File: config.mk
export PLATFORM = sky130hd
export DESIGN_NAME = nib_track_writer
export DESIGN_NICKNAME = d
export VERILOG_FILES = /design/src/rtl/apple2_disk_pkg.sv /design/src/rtl/nib_track_writer.sv
export SDC_FILE = /design/constraint.sdc
export NUM_CORES = 1
export LEC_CHECK = 0
export CORE_ASPECT_RATIO = 1.1
export CORE_UTILIZATION = 52
export CTS_CLUSTER_SIZE = 30
export DETAILED_ROUTE_END_ITERATION = 8
export HOLD_SLACK_MARGIN = 0.12
export PLACE_DENSITY_LB_ADDON = 0.3
export SLEW_MARGIN = 30
export SYNTH_ARGS = -nofsm -noshare
export SYNTH_HDL_FRONTEND = slang
export SYNTH_SLANG_ARGS = --single-unit
File: constraint.sdc
create_clock -name clk_sys -period 5.2 [get_ports clk_sys]
set_clock_uncertainty 0.2 [all_clocks]
set_input_delay 0.52 -clock clk_sys [delete_from_list [all_inputs] [get_ports clk_sys]]
set_output_delay 0.52 -clock clk_sys [all_outputs]
set_load 0.05 [all_outputs]
File: src/rtl/apple2_disk_pkg.sv
`default_nettype none
// ============================================================================
// Module      : apple2_disk_pkg
// Description : Shared NIB track geometry, writeback state encoding and the
//               track-to-LBA helper used by the track loader and writer.
// Revision    : 1.0
// ============================================================================
package apple2_disk_pkg;

    localparam int NIB_SECTORS  = 13;
    localparam int SECTOR_BYTES = 512;
    localparam int TRACK_BITS   = 6;

    typedef enum logic [1:0] {
        IDLE = 2'd0,
        REQ  = 2'd1,
        XFER = 2'd2
    } nib_wr_state_t;

    // First sector of a track; 13*63+12 = 831 fits in 10 bits.
    function automatic logic [31:0] lba_of_track(input logic [TRACK_BITS-1:0] t);
        logic [9:0] l;
        l = {4'd0, t} * 10'd13;
        return {22'd0, l};
    endfunction

endpackage
`default_nettype wire

File: src/rtl/nib_track_writer.sv
`default_nettype none
// ============================================================================
// Module      : nib_track_writer
// Description : Flushes the dirty 6656-byte NIB track buffer back to the SD
//               image as 13 sector writes through the hps_io write channel.
//               Optional NIB_WRITE_PROTECT_EN adds a wp input.
// Revision    : 1.0
// ============================================================================
module nib_track_writer
    import apple2_disk_pkg::*;
#(
    parameter int SECTORS = NIB_SECTORS
) (
    input  logic                  clk_sys,
    input  logic                  reset,
`ifdef NIB_WRITE_PROTECT_EN
    input  logic                  wp,
`endif
    input  logic [TRACK_BITS-1:0] track,
    input  logic                  img_mounted,
    input  logic                  img_present,
    input  logic                  track_we,
    input  logic                  flush,
    output logic                  hold,
    output logic                  busy,
    output logic                  done,
    output logic [31:0]           sd_lba,
    output logic                  sd_wr,
    input  logic                  sd_ack,
    input  logic [8:0]            sd_buff_addr,
    output logic [7:0]            sd_buff_din,
    output logic [12:0]           tram_addr,
    input  logic [7:0]            tram_dout
);

    logic                  r_dirty;
    logic                  r_redirty;
    logic [TRACK_BITS-1:0] r_dirty_track;
    logic [TRACK_BITS-1:0] r_wtrack;
    logic [3:0]            r_sec;
    nib_wr_state_t         r_state;
    logic                  r_old_ack;

    logic w_wr_ok;
    logic w_we;
    logic w_trigger;
    logic w_ack_rise;
    logic w_ack_fall;
    logic w_last;

`ifdef NIB_WRITE_PROTECT_EN
    assign w_wr_ok = ~wp;
`else
    assign w_wr_ok = 1'b1;
`endif

    assign w_we       = track_we & w_wr_ok;
    assign w_trigger  = r_dirty & img_present & w_wr_ok & ~img_mounted
                      & ((track != r_dirty_track) | flush);
    assign w_ack_rise = sd_ack & ~r_old_ack;
    assign w_ack_fall = ~sd_ack & r_old_ack;
    assign w_last     = (r_sec == 4'(SECTORS - 1));

    assign hold        = busy | (r_dirty & img_present & (track != r_dirty_track));
    assign tram_addr   = {r_sec, sd_buff_addr};
    assign sd_buff_din = tram_dout;

    always_ff @(posedge clk_sys or posedge reset) begin
        if (reset) begin
            r_dirty       <= 1'b0;
            r_redirty     <= 1'b0;
            r_dirty_track <= '0;
            r_wtrack      <= '0;
            r_sec         <= 4'd0;
            r_state       <= IDLE;
            r_old_ack     <= 1'b0;
            busy          <= 1'b0;
            done          <= 1'b0;
            sd_lba        <= 32'd0;
            sd_wr         <= 1'b0;
        end else begin
            done      <= 1'b0;
            r_old_ack <= sd_ack;

            // A write during a pass is remembered so the buffer stays dirty afterwards.
            if (w_we) begin
                if (busy) begin
                    r_redirty <= 1'b1;
                end else if (!r_dirty) begin
                    r_dirty       <= 1'b1;
                    r_dirty_track <= track;
                end
            end

            case (r_state)
                IDLE: begin
                    if (w_trigger) begin
                        r_wtrack  <= r_dirty_track;
                        r_sec     <= 4'd0;
                        sd_lba    <= lba_of_track(r_dirty_track);
                        sd_wr     <= 1'b1;
                        busy      <= 1'b1;
                        r_redirty <= 1'b0;
                        r_state   <= REQ;
                    end
                end
                REQ: begin
                    if (w_ack_rise) begin
                        if (w_last) begin
                            sd_wr <= 1'b0;
                        end
                        r_state <= XFER;
                    end
                end
                XFER: begin
                    if (w_ack_fall) begin
                        if (!w_last) begin
                            r_sec   <= r_sec + 4'd1;
                            sd_lba  <= lba_of_track(r_wtrack) + {28'd0, r_sec} + 32'd1;
                            r_state <= REQ;
                        end else begin
                            busy    <= 1'b0;
                            done    <= 1'b1;
                            r_dirty <= r_redirty | w_we;
                            r_state <= IDLE;
                        end
                    end
                end
                default: r_state <= IDLE;
            endcase

            // A newly mounted image invalidates whatever the buffer held.
            if (img_mounted) begin
                r_dirty   <= 1'b0;
                r_redirty <= 1'b0;
            end
        end
    end

endmodule
`default_nettype wire

Yosys cells after proc, flatten, opt, wreduce, memory -nomap -nowiden
Cells that the tools add are included.
{"block": "totals", "reg_bits": 56, "input_bits": 30, "output_inout_bits": 57, "word_cells": 82}
{"block": "op_classes", "n_addsub": 3, "mul": 2, "n_eq_ne": 10, "mux": 33, "bitwise_logic": 14, "n_reduce_logical": 9}
{"operator": "2-to-1 mux 32 bit", "n": 3}
{"operator": "case mux 32 bit (2 select lines)", "n": 1}
{"operator": "multiplier 6 x 4 -> 10 bit, second input constant", "n": 2}
{"operator": "2-to-1 mux 1 bit", "n": 19}
{"operator": "adder 11 x 1 -> 12 bit, second input constant", "n": 1}
{"operator": "2-to-1 mux 4 bit", "n": 3}
{"operator": "inequality test 2 bit, second input constant", "n": 6}
{"operator": "AND reduction 4 bit", "n": 3}
{"operator": "adder 10 x 4 -> 11 bit", "n": 1}
{"operator": "case mux 4 bit (2 select lines)", "n": 1}
{"operator": "bitwise AND 1 bit", "n": 6}
{"operator": "2-to-1 mux 2 bit", "n": 3}
{"operator": "inequality test 6 bit", "n": 1}
{"operator": "case mux 2 bit (3 select lines)", "n": 1}
{"operator": "AND reduction 3 bit", "n": 2}
{"operator": "NOT 1 bit", "n": 5}
{"operator": "adder 4 x 1 -> 4 bit, second input constant", "n": 1}
{"operator": "== test 4 bit, second input constant", "n": 1}
{"operator": "case mux 1 bit (2 select lines)", "n": 2}
{"operator": "nonzero test 2 bit", "n": 2}
{"operator": "bitwise OR 1 bit", "n": 3}
{"operator": "== test 2 x 1 -> 1 bit, second input constant", "n": 1}
{"operator": "== test 2 bit, second input constant", "n": 1}
{"operator": "zero test 2 bit", "n": 1}
{"operator": "AND reduction 2 bit", "n": 1}

Logic depth before layout (Yosys ltp)
Gate-level depths: netlist (run 1).
{"block": "depth", "word_depth": 6, "ltp_mapped": 11}

Worst setup path before layout (run 1)
No wires, ideal clock.
{"block": "synth_timing", "path_kind": "flip-flop to flip-flop", "from": "reg r_wtrack[0]", "to": "reg sd_lba[7]", "setup_ns": 0.133, "arrival_ns": 2.756, "required_ns": 4.867, "slack_ns": 2.111, "stages_incl_launch_ff": 10, "n_path_buf": 0, "synth_period_minus_slack_ns": 3.089, "cell_sequence": "dfrtp_1 > ha_1 > ha_1 > fa_1 > ha_1 > nor2b_4 > o2111a_2 > or4_1 > nand3_1 > a31oi_1"}
{"block": "synth_via", "elab_chain_len": 6}
{"item": "start: declaration", "line": "nib_track_writer.sv:39", "rtl": "logic [TRACK_BITS-1:0] r_wtrack;"}
{"item": "start signal: assignment", "line": "nib_track_writer.sv:98", "rtl": "r_wtrack <= r_dirty_track;"}
{"item": "multiplier 6 x 4 -> 10 bit", "line": "apple2_disk_pkg.sv:23", "rtl": "l = {4'd0, t} * 10'd13;"}
{"item": "adder 10 x 4 -> 11 bit", "line": "nib_track_writer.sv:119", "rtl": "sd_lba <= lba_of_track(r_wtrack) + {28'd0, r_sec} + 32'd1;"}
{"item": "adder 11 x 1 -> 12 bit", "line": "nib_track_writer.sv:119"}
{"item": "2-to-1 mux 32 bit", "line": "nib_track_writer.sv:117", "rtl": "if (!w_last) begin"}
{"item": "2-to-1 mux 32 bit", "line": "nib_track_writer.sv:116", "rtl": "if (w_ack_fall) begin"}
{"item": "case mux 32 bit (2 select lines)", "line": "nib_track_writer.sv:95", "rtl": "case (r_state)"}
{"item": "end signal: assignment", "line": "nib_track_writer.sv:100", "rtl": "sd_lba <= lba_of_track(r_dirty_track);"}
{"item": "end signal: assignment", "line": "nib_track_writer.sv:119"}
{"item": "end: declaration", "line": "nib_track_writer.sv:27", "rtl": "output logic [31:0] sd_lba,"}
No other way between the ends. The select of a mux whose other input is x is not followed.
A chain may end at the register's enable or synchronous reset.

Worst setup path in the final report (run 1)
{"block": "layout_timing", "from": "reg r_wtrack[2]", "to": "reg sd_lba[9]"}
The elaborated chain is that of the path after synthesis.

==> results of run 1 <==
power groups by stage:
stage | Clock [mW] | Combinational, mW | Sequential [mW]
floorplan | 0 | 0.312 | 0.566
detailed placement | 0 | 0.617 | 0.396
global route | 0.269 | 0.667 | 0.399
global placement | 0 | 0.610 | 0.394
finish | 0.259 | 0.621 | 0.393
CTS | 0.261 | 0.621 | 0.391
synthesized netlist by cell type, types with 2 or more instances:
cell	number	area share, %
a21oi_1	6	0.99
nor2_1	9	1.1
nand3_1	10	1.7
nand4_1	3	0.62
or3_1	2	0.41
a211oi_1	3	0.74
nand2_1	22	2.7
mux2i_1	2	0.66
nor2b_1	3	0.62
mux2_2	7	2.6
o21a_1	3	0.74
xnor2_1	6	1.7
buf_4	39	9.7
dfrtp_1	35	29
nor3_1	13	2.1
or4_1	2	0.50
inv_1	23	2.9
o22ai_1	2	0.41
a31oi_1	9	1.9
xor2_1	2	0.58
o21bai_1	2	0.50
a211o_1	3	0.87
ha_1	44	18
mux2_4	2	0.99
buf_2	2	0.33
o211ai_1	4	0.99
o21ai_0	15	2.5
o31ai_1	2	0.50
a21o_1	5	1.2
nand3b_1	2	0.50
fa_1	8	5.3
layer usage:
| layer | GRT usage [%] | share of wire [%] |
|---|---|---|
| met1 | 31.6 | 46 |
| met3 | 4.29 | 6.1 |
| met2 | 34.1 | 45 |
| met5 | 0 | 0 |
| met4 | 9.25 | 2.7 |
logic make-up (layout without fill, tap and decap cells):
logic type,after synthesis,after routing
and+or+nand+nor,77,77
DFF,35,35
buffers and inverters,66,63
adders and majority gates,52,52
xor gates and xnor gates,8,8
muxes,11,11
other,1,21
AOI/OAI and AO/OA,62,62
flip-flops by register name, summed over array words and instances (netlist names):
register,count
sd_lba,11
r_dirty_track,6
r_wtrack,6
r_sec,4
r_state,2
busy,1
done,1
r_dirty,1
r_old_ack,1
r_redirty,1
sd_wr,1
area by class of cell:
class                      instances  area, um^2  area share, %
tap                               75        93.8           2.83
clock buffer                       6        82.6           2.49
multi-input combinational        231        1820           55.0
sequential                        35         876           26.5
inverter                          23        86.3           2.61
clock inverter                     2        35.0           1.06
timing repair buffer              32         318           9.60
path summary, 6_finish.rpt:
kind	cells past startpoint	startpoint	to
worst min-delay path	1	sd_lba[5]	sd_lba[5]
worst max-delay path	10	r_wtrack[2]	sd_lba[9]
max in group asynchronous	3	reset	r_dirty_track[2]
min in group asynchronous	3	reset	busy
worst max register to register	10	r_wtrack[2]	sd_lba[9]
worst min register to register	1	sd_lba[5]	sd_lba[5]
critical path: stages, from the launching register on:
cell and delay [ns]:
dfrtp_1 0.46, ha_1 0.31, inv_1 0.05, fa_1 0.51, inv_1 0.04, ha_1 0.28
ha_1 0.37, o2111a_2 0.24, nor3_1 0.07, or4_1 0.48, a31oi_1 0.16
==> out/results.ini, run 1 <==
[status]
status = complete, no violations

[yosys]
synthXorXnorAreaFrac_pct = 2.32
synth_cells = 312
ys_types = 53
synth-simple-area-share_pct = 13.7
ys_seq_area_share_pct = 28.9
synthAdderAreaFrac_pct = 23.5
syn_area_per_cell_um2 = 9.70
synth_seq_cells = 35
netlist_area_um2 = 3030
synth_top_family_by_area = adder cells
synth_compound_area_share_pct = 13.8
yosysWarnings = 0
ys.flop_type = dfrtp_1
synthMuxAreaShare_pct = 4.26
async_reset_ff_share_pct = 100
synth_edf_count = 0

[power]
p_int_mw = 0.712
power_frac_seq_pct = 30.9
power_frac_comb_pct = 48.8
ir_drop_uv = 314
finalPower_mw = 1.27
p_clk_share_pct = 20.3
p_switching_mw = 0.560
p_leak_nw = 1.62
swShare_pct = 44.0
powerDensity_nw_per_um2 = 384

[sta]
fin_setup_tns_ns = 0
finalCriticalPeriod_ns = 3.23
max_slew_margin_pct = 56.9
whs_ns = 0.320
timing.fmax_mhz = 309
setup_viol = 0
maxSlewViolCount = 0
final.setup.worst_slack_ns = 1.97
rsz0062_at_grt = no
tightest_slew_ns = 0.646
min_period_over_period_pct = 62.2
hold_viol = 0

[clock_tree]
clk_path_buf_depth = 2
insertion_delay_ns = 0.29
cts_tree = done
clkTransAtPathRegs_ns = 0.08
clkSinkCount = 35
htreeDepth = 2
cts_root_buf = clkbuf_8
cts_made_buffers = 5
cts_resized = 0
cts_setup_buffers = 0
hold_buffers = 0

[drt]
drtIter0Drc = 93
wl_per_cell_um = 15.8
dr_total_vias = 2302
drc = 0
routed_wl_um = 6380
viasPerCell = 5.70
ant_nets = 0
first_pass_iters = 7

[die]
dieArea_um2 = 6130
num_rows = 28
die_h_um = 82.0
die_w_um = 74.7
core_area_um2 = 5500
pin_count = 87
floorplan.initialDensity_pct = 55.0

[global_routing]
grt_max_degree = 36
grt_pass1_wl_um = 10300
grt_util_all_layers_pct = 22.6
antenna_found_initial = 0
grt_pass1_vias = 2171
grt-ovfl-total = 0

[placement]
port_buffers = 31
gp_congestion = 0.831
pre_cts_ws_ns = 1.98
placed_cells = 396
postPlaceCellArea_um2 = 3190
hpwl_um = 4890

[setup_path]
worst-path-max-fanout = 5
reg2reg_slack_ns = 1.97
cp.required_ns = 5.22
path_class = register to register
critPathLaunchType = register
critPathCaptureType = register
worstPathArrival_ns = 3.25

[min_path]
hp-class = register to register

[final_layout]
layout_commonest_cell = ha_1
fillers = 493
nNetsFinal = 410
area_growth_syn_to_layout_pct = 9.38
fin_area_um2 = 3310
diodes = 0
utilization_pct = 60.2
drive_above_1_share_pct = 9.12
stdcell_count = 404
mostFrequentLayoutCells = 44 x ha_1, 35 x dfrtp_1, 31 x clkdlybuf4s50_1

[job]
max_cap_viol_count = 0

No activity file was read; power rests on OpenSTA's default activity.
==> run 2, diff against run 1 <==
--- a/config.mk
+++ b/config.mk
@@ -6,7 +6,7 @@
 export NUM_CORES = 1
 export LEC_CHECK = 0
 export CORE_ASPECT_RATIO = 1.1
-export CORE_UTILIZATION = 52
+export CORE_UTILIZATION = 49
 export CTS_CLUSTER_SIZE = 30
 export DETAILED_ROUTE_END_ITERATION = 8
 export HOLD_SLACK_MARGIN = 0.12
==> constraint.sdc (replaced) <==
create_clock -name clk_sys -period 3.3 [get_ports clk_sys]
set_clock_uncertainty 0.2 [all_clocks]
set_input_delay 0.33 -clock clk_sys [delete_from_list [all_inputs] [get_ports clk_sys]]
set_output_delay 0.33 -clock clk_sys [all_outputs]
set_load 0.05 [all_outputs]
==> run 2 against run 1 <==
  * Fmax increased by 1.6%
  * Sequential cell count is the same
  * Count of clock-buffer cells in the layout shrank 1
  * Critical endpoint is now sd_lba[7]
  * First-iteration DRC count grew 8.6%
==> out/results.ini, run 2 (synthesized netlist as in run 1, its figures left out) <==
[die]
dieArea_um2 = 6500
num_rows = 29
pin_count = 87
floorplan.initialDensity_pct = 51.5
die_w_um = 76.9
core_area_um2 = 5880
die_h_um = 84.4

[final_layout]
area_growth_syn_to_layout_pct = 11.7
utilization_pct = 57.5
largest_reg_flops = 11
fillers = 516
multi_input_area_um2 = 1830
drive_above_1_share_pct = 11.6
regArea_um2 = 876
regMostFlops = sd_lba
mostFrequentLayoutCells = 43 x ha_1, 35 x dfrtp_1, 31 x clkdlybuf4s50_1
diodes = 0
nNetsFinal = 418
layout_commonest_cell = ha_1
largestRegisters = sd_lba: 11 flops, r_dirty_track: 6 flops, r_wtrack: 6 flops

[min_path]
hp-class = input port to async pin

[setup_path]
worst_path_max_delay_cell = fa_1
crit_top_cell = ha_1
cp_slowest_stage_delay_ns = 0.46
cp_cell_sequence = ha_1 > ha_1 > fa_1 > ha_1 > nor2b_4 > o2111a_2 > or4_1 > nand3_1 > a31oi_1
r2r_cells = 9
r2r-end = sd_lba[7]
critPathLaunchType = register
path_class = register to register
startpoint = r_wtrack[0]
worst-path-max-fanout = 4
reg2reg_slack_ns = 0.12
crit_path_end = sd_lba[7]
crit_cells = 9
critPathBufInv = 0
cp.required_ns = 3.26
cpLargestDelayFamily = adder cells
worstPathArrival_ns = 3.14
r2r_start = r_wtrack[0]
critPathCaptureType = register

[clock_tree]
clkTransAtPathRegs_ns = 0.08
cts_made_buffers = 5
htreeDepth = 2
insertion_delay_ns = 0.29
clk_path_buf_depth = 2
cts_root_buf = clkbuf_8
cts_tree = done
clkSinkCount = 35

[power]
p_leak_nw = 1.66
finalPower_mw = 1.99
powerDensity_nw_per_um2 = 588
ir_drop_uv = 644

[drt]
drc = 0
ant_nets = 0
routed_wl_um = 6250
viasPerCell = 5.47
drtIter0Drc = 101
dr_total_vias = 2266
first_pass_iters = 4
wl_per_cell_um = 15.1

[placement]
gp_congestion = 0.819
hpwl_um = 4850
port_buffers = 31

[sta]
min_period_over_period_pct = 96.4
hold_viol = 0
timing.fmax_mhz = 314
finalCriticalPeriod_ns = 3.18
whs_ns = 0.233
setup_viol = 0
max_slew_margin_pct = 60.8
tightest_slew_ns = 0.586
maxSlewViolCount = 0

[status]
status = complete, no violations

[global_routing]
antenna_found_initial = 0
grt_pass1_vias = 2193
grt_pass1_wl_um = 10400
grt_max_degree = 36
grt_util_all_layers_pct = 20.4
grt-ovfl-total = 0

[job]
max_cap_viol_count = 0

-- run 2: changes by cell type in the layout (fill, tap and decap cells not counted), sizes merged --
cell,delta
buf,+8
clkinv,+1
clkbuf,-1
-- run 2: what timing repair did --
action / 4_1_cts / 5_1_grt
hold buffers: 0 / 0
setup endpoints to repair: 0 / 2
resized for setup: 0 / 1
buffers inserted: 0 / 2
-- run 2: final cells by class --
cell class	instances	area share, %
Multi-Input combinational cell	231	54.2
Clock inverter	3	1.30
Sequential cell	35	25.9
Inverter	23	2.55
Clock buffer	5	2.04
Timing Repair Buffer	40	11.2
Tap cell	77	2.85
-- run 2: worst min path at each step --
stage / startpoint / endpoint / cells past startpoint
2_1_floorplan: sd_ack / r_old_ack / 0
3_3_place_gp: sd_wr / sd_wr / 2
3_5_place_dp: sd_lba[2] / sd_lba[2] / 1
4_1_cts: reset / r_dirty / 3
5_1_grt: reset / r_dirty / 3
6_report: reset / r_dirty / 3
-- run 2: per-layer routing --
layer | track usage (%) | wire length, um | up-vias
met2 | 33.7 | 2970 | 72
li1 | - | - | 1106
met5 | 0 | 0 | -
met3 | 3.70 | 264 | 9
met4 | 6.64 | 90 | 0
met1 | 27.1 | 2920 | 1079
-- run 2: worst reg2reg max path: stages, from the launching register on --
cell and delay (ns):
dfrtp_1 0.41, ha_1 0.31, ha_1 0.29, fa_1 0.46
ha_1 0.32, nor2b_4 0.15, o2111a_2 0.26, or4_1 0.46
nand3_1 0.10, a31oi_1 0.09
-- run 2: metrics by stage --
step                cell area (um^2)  setup TNS (ns)  instances  worst slack, ns
finish                          3380               0        414            0.119
global route                    3380        -0.00340        414         -0.00340
CTS                             3350               0        412           0.0681
detailed placement              3240               0        404           0.0818
global placement                3240               0        404            0.148
floorplan                       3100               0        332            0.211
-- run 2: power breakdown --
group          internal, mW  switching (mW)
registers             0.520          0.0907
logic                 0.362           0.620
clock network         0.225           0.170
